--- src/rtl/sdram_pkg.sv ---
// sdram_pkg: types and widths shared between the refresh scheduler and the SDRAM controller.
package sdram_pkg;

  localparam int DEBT_W = 4;
  localparam int RANK_W = 2;

  typedef enum logic [1:0] {
    ST_IDLE    = 2'd0,
    ST_REQ     = 2'd1,
    ST_RELEASE = 2'd2
  } ref_state_e;

endpackage

--- src/rtl/sync2.sv ---
// sync2: two-flop synchroniser bringing a level signal into the ECLK domain.
module sync2 (
  input  logic ECLK,
  input  logic RESET_n,
  input  logic d,
  output logic q
);

  logic meta_q, meta_d;
  logic sync_q, sync_d;

  always_comb begin
    meta_d = d;
    sync_d = meta_q;
  end

  // NOTE: flops take non-blocking assignments so every stage samples the pre-edge value of the one before it.
  always_ff @(posedge ECLK or negedge RESET_n) begin
    if (!RESET_n) begin
      meta_q <= 1'b0;
      sync_q <= 1'b0;
    end else begin
      meta_q <= meta_d;
      sync_q <= sync_d;
    end
  end

  assign q = sync_q;

endmodule

--- src/rtl/sdram_refresh_sched.sv ---
// sdram_refresh_sched: credit/debt refresh scheduler driving a 4-phase req/ack handshake.
// Define REFRESH_STAGGER_EN to refresh one rank per handshake, round-robin over RANKS.
module sdram_refresh_sched
  import sdram_pkg::*;
#(
  parameter int INTERVAL = 4,
  parameter int MAX_DEBT = 8,
  parameter int URGENT   = 6,
  parameter int RANKS    = 2
) (
  input  logic       ECLK,
  input  logic       RESET_n,
  input  logic       enable,
  input  logic       idle_hint,
  input  logic       ref_ack,
  output logic       ref_req,
  output logic       ref_all,
  output logic [1:0] ref_rank,
  output logic       ref_urgent,
  output logic [3:0] debt,
  output logic       overflow
);

  localparam int CNT_W = $clog2(INTERVAL);
  localparam logic [CNT_W-1:0]  CNT_RELOAD = CNT_W'(INTERVAL - 1);
  localparam logic [DEBT_W-1:0] DEBT_MAX   = DEBT_W'(MAX_DEBT);
  localparam logic [DEBT_W-1:0] DEBT_URG   = DEBT_W'(URGENT);

  localparam logic [1:0] IDLE    = 2'(ST_IDLE);
  localparam logic [1:0] REQ     = 2'(ST_REQ);
  localparam logic [1:0] RELEASE = 2'(ST_RELEASE);

  if (INTERVAL < 2 || MAX_DEBT < 2 || MAX_DEBT > 15 || URGENT < 1 || URGENT > MAX_DEBT ||
      RANKS < 1 || RANKS > 4) begin : g_bad_params
    $error("sdram_refresh_sched: parameter out of range");
  end

  logic idle_s, ack_s;

  sync2 u_idle_sync (.ECLK(ECLK), .RESET_n(RESET_n), .d(idle_hint), .q(idle_s));
  sync2 u_ack_sync  (.ECLK(ECLK), .RESET_n(RESET_n), .d(ref_ack),   .q(ack_s));

  logic [1:0]        state_q, state_d;
  logic [CNT_W-1:0]  cnt_q, cnt_d;
  logic [DEBT_W-1:0] debt_q, debt_d;
  logic              overflow_q, overflow_d;
  logic              ref_req_q, ref_req_d;
  logic              credit, done, issue, urgent;

  assign urgent = (debt_q >= DEBT_URG);

  // NOTE: every *_d gets a default before any branch, so no path leaves it unassigned and no latch is inferred.
  always_comb begin
    credit = enable && (cnt_q == '0);
    done   = (state_q == RELEASE) && !ack_s;
    issue  = enable && (debt_q != '0) && (idle_s || urgent);

    cnt_d = cnt_q - CNT_W'(1);
    if (!enable || credit) cnt_d = CNT_RELOAD;

    state_d = state_q;
    case (state_q)
      IDLE:    if (issue) state_d = REQ;
      REQ:     if (ack_s) state_d = RELEASE;
      RELEASE: if (!ack_s) state_d = IDLE;
      default: state_d = IDLE;
    endcase

    // Debt only clears while disabled once no handshake is left in flight.
    debt_d     = debt_q;
    overflow_d = overflow_q;
    if (!enable && (state_q == IDLE || done)) begin
      debt_d = '0;
    end else if (credit && !done) begin
      if (debt_q == DEBT_MAX) overflow_d = 1'b1;
      else                    debt_d     = debt_q + DEBT_W'(1);
    end else if (done && !credit) begin
      debt_d = debt_q - DEBT_W'(1);
    end

    ref_req_d = (state_d == REQ);
  end

  always_ff @(posedge ECLK or negedge RESET_n) begin
    if (!RESET_n) begin
      state_q    <= IDLE;
      cnt_q      <= CNT_RELOAD;
      debt_q     <= '0;
      overflow_q <= 1'b0;
      ref_req_q  <= 1'b0;
    end else begin
      state_q    <= state_d;
      cnt_q      <= cnt_d;
      debt_q     <= debt_d;
      overflow_q <= overflow_d;
      ref_req_q  <= ref_req_d;
    end
  end

  assign ref_req    = ref_req_q;
  assign ref_urgent = urgent;
  assign debt       = debt_q;
  assign overflow   = overflow_q;

`ifdef REFRESH_STAGGER_EN
  localparam logic [RANK_W-1:0] RANK_LAST = RANK_W'(RANKS - 1);

  logic [RANK_W-1:0] rank_q, rank_d;

  // The rank only moves on handshake completion, so it is stable for the whole REQ/RELEASE span.
  always_comb begin
    rank_d = rank_q;
    if (done) rank_d = (rank_q == RANK_LAST) ? '0 : rank_q + RANK_W'(1);
  end

  always_ff @(posedge ECLK or negedge RESET_n) begin
    if (!RESET_n) rank_q <= '0;
    else          rank_q <= rank_d;
  end

  assign ref_all  = 1'b0;
  assign ref_rank = rank_q;
`else
  assign ref_all  = 1'b1;
  assign ref_rank = '0;
`endif

endmodule

--- config.mk ---
export PLATFORM = sky130hd
export DESIGN_NAME = sdram_refresh_sched
export DESIGN_NICKNAME = d
export VERILOG_FILES = /design/src/rtl/sdram_pkg.sv /design/src/rtl/sync2.sv /design/src/rtl/sdram_refresh_sched.sv
export SDC_FILE = /design/constraint.sdc
export NUM_CORES = 1
export LEC_CHECK = 0
export BUFFER_PORTS_ARGS = -buffer_cell sky130_fd_sc_hd__clkbuf_2
export CORE_MARGIN = 4
export CORE_UTILIZATION = 45
export CTS_CLUSTER_SIZE = 12
export DETAILED_ROUTE_END_ITERATION = 8
export PLACE_DENSITY = 0.77
export SLEW_MARGIN = 30
export SYNTH_ARGS = -nofsm -noshare
export SYNTH_HDL_FRONTEND = slang
export SYNTH_HIERARCHICAL = 1
export SYNTH_SLANG_ARGS = --single-unit
--- constraint.sdc ---
create_clock -name ECLK -period 6.2 [get_ports ECLK]
set_input_delay 1.24 -clock ECLK [delete_from_list [all_inputs] [get_ports ECLK]]
set_output_delay 1.24 -clock ECLK [all_outputs]
set_load 0.03 [all_outputs]
==> impl_metrics.json <==
{
  "avgSynthCellArea_um2": 11.12,
  "synth_most_common_cell": "dfrtp_1",
  "crit_buf_inv": 1,
  "ant_nets": 0,
  "place_inst": 94,
  "yosys-top-cells-count": "dfrtp_1 (12), inv_1 (4), buf_4 (3), ha_1 (3), nand2_1 (3)",
  "cts_tree": "yes",
  "clock_sinks": 14,
  "critPathRequiredTime_ns": 6.36,
  "crit_type": "input port to flip-flop",
  "syn_to_final_growth_pct": 12.07,
  "ir_worst_vdd_mv": 0.2102,
  "synth-seq-cells": 14,
  "antenna_found_initial": 0,
  "fin_crit_ns": 2.712,
  "yosys.area.top_type": "dfrtp_1",
  "vias_per_cell": 5.633,
  "wl_mm": 1.323,
  "synth.distinct_cells": 39,
  "power.density_nw_per_um2": 491.5,
  "rows": 14,
  "fin_tns_setup_ns": 0,
  "root_buffer": "clkbuf_4",
  "num_io_pins": 15,
  "start_util_pct": 49.20,
  "ys.flop_type": "dfrtp_1",
  "outcome": "finished, final reports clean",
  "path_clk_slew_ns": 0.08,
  "synth.cell_area_um2": 767.0,
  "end_kind": "flip-flop",
  "crit_arrival_ns": 2.87,
  "htree_levels": 1,
  "drv_cap": 0,
  "portBuffers": 11,
  "yosysSeqAreaShare_pct": 46.00,
  "grt_usage_pct": 12.64,
  "max_stage_delay_ns": 0.33,
  "core_area_um2": 1559,
  "cts_max_path_buffers": 2,
  "synth_cells": 69,
  "grt_max_degree": 15,
  "drive_gt1_share_pct": 32.93,
  "place_area_um2": 823.3,
  "synth_top_area_share_pct": 39.15,
  "yosys_warnings": 6,
  "holdBufCountCts": 0,
  "finalHoldViolCount": 0,
  "cts_setup_buffers": 0,
  "cp-start-kind": "input port",
  "die_w_um": 49.29,
  "cp_max_fo": 7,
  "wl_per_cell_um": 13.50,
  "grt_setup_unrepaired": "no",
  "fin_cells": 98,
  "diodes": 0,
  "p_leak_nw": 0.4218,
  "ys_async_sr_fraction_pct": 100.0,
  "skew_ns": 0.0008356,
  "fin_total_pwr_mw": 0.4225,
  "dp_hpwl_mm": 1.062,
  "synth-edff-count": 0,
  "setup_viol": 0,
  "dr.first_iter.drc_count": 8,
  "vias": 552,
  "fin_nets": 92,
  "grt_overflow": 0,
  "hp-class": "flip-flop to flip-flop",
  "dr.pass1.iters": 4,
  "drv_slew": 0,
  "synth_area_leaders": "dfrtp_1 (39%), dfstp_2 (6.9%), ha_1 (4.9%)",
  "final_area_um2": 859.6,
  "die_area_um2": 2429,
  "crit_chain": "clkbuf_2, nand2_2, or2_4, ha_1, a21oi_1, nand2_1, mux2i_1, o311ai_1",
  "place.gp.congestion": 0.8352,
  "fmax_ghz": 0.3687,
  "die_h_um": 49.29,
  "numCtsBuffers": 3,
  "drc": 0,
  "grt_pass1_vias": 544,
  "path_delay_family": "compound AO/OA/AOI/OAI gates",
  "clk_latency_ns": 0.27,
  "grt_pass1_wl_mm": 2.332,
  "crit_slowest_cell": "ha_1",
  "cts_resized": 0,
  "utilization_pct": 55.14,
  "finalCritPeriodShare_pct": 43.74
}
[worst register-to-register path: stages, from the launching register on]
cell      delay (ns)
dfstp_2         0.53
inv_1           0.04
ha_1            0.23
nand2_2         0.13
or2_4           0.15
ha_1            0.26
a21oi_1         0.25
nand2_1         0.11
mux2i_1         0.13
o311ai_1        0.29
[placed cells by master, fill, tap and decap left out, types with 2 or more instances in the layout]
cell      instances
nand2b_1          2
o22ai_1           2
a21oi_1           2
ha_1              3
o21ai_0           2
dfstp_2           2
inv_1             4
dfrtp_1          12
clkbuf_4          3
nand2_1           3
nor2_1            2
o31ai_1           2
conb_1            3
xor2_1            2
a21o_1            2
clkbuf_2         11
[through the flow]
stage               setup WS (ns)  hold WS, ns
floorplan                   3.615       0.3312
global placement            3.359       0.3343
detailed placement          3.223       0.3381
CTS                         3.503       0.3571
global route                3.320       0.3642
finish                      3.488       0.3549
[where the power goes]
group          leakage (nW)  internal [mW]  switching, mW
Combinational         0.232         0.0828          0.120
Clock                0.0210         0.0357         0.0277
Sequential            0.169          0.118         0.0376
Total                 0.422          0.237          0.185
[final timing paths]
kind / start / end / slack [ns] / cells after the start
worst min register to register: u_idle_sync/meta_q / u_idle_sync/q / 0.35 / 0
worst min-delay path: u_idle_sync/meta_q / u_idle_sync/q / 0.35 / 0
max in group asynchronous: RESET_n / cnt_q[0] / 5.06 / 1
min in group asynchronous: RESET_n / u_idle_sync/meta_q / 0.85 / 1
worst max register to register: cnt_q[0] / debt[3] / 3.96 / 9
worst max-delay path: enable / debt[3] / 3.49 / 8
[logic make-up (layout without fill, tap and decap cells)]
group | count (synthesis) | count (layout) | share of synthesized area [%]
other | 2 | 3 | 0.9792
adders and majority gates | 4 | 4 | 7.505
and+or+nand+nor | 19 | 19 | 18.11
AOI/OAI and AO/OA | 19 | 19 | 18.43
muxes | 1 | 1 | 1.305
xor gates and xnor gates | 2 | 2 | 2.284
DFF | 14 | 14 | 46.00
buffers and inverters | 8 | 20 | 5.382
[flip-flops by register name, indices dropped and copies added (netlist names)]
signal / flops
cnt_q: 2
u_idle_sync/q: 1
overflow: 1
ref_req: 1
u_ack_sync/meta_q: 1
state_q: 2
u_idle_sync/meta_q: 1
u_ack_sync/q: 1
debt: 4
[per-layer routing]
metal,track usage (%),vias to the layer above,routed length [µm]
met3,2.752,4,56
met4,7.109,0,25
met5,0,-,0
met1,13.77,270,600
li1,-,266,-
met2,22.32,12,640
[cell type report]
class,count,area (µm²)
Fill cell,139,699.4
Clock buffer,4,36.28
Multi-Input combinational cell,48,376.6
Inverter,5,18.77
Tap cell,16,20.02
Sequential cell,14,352.8
Timing Repair Buffer,11,55.05
No activity file was read; power rests on OpenSTA's default activity.
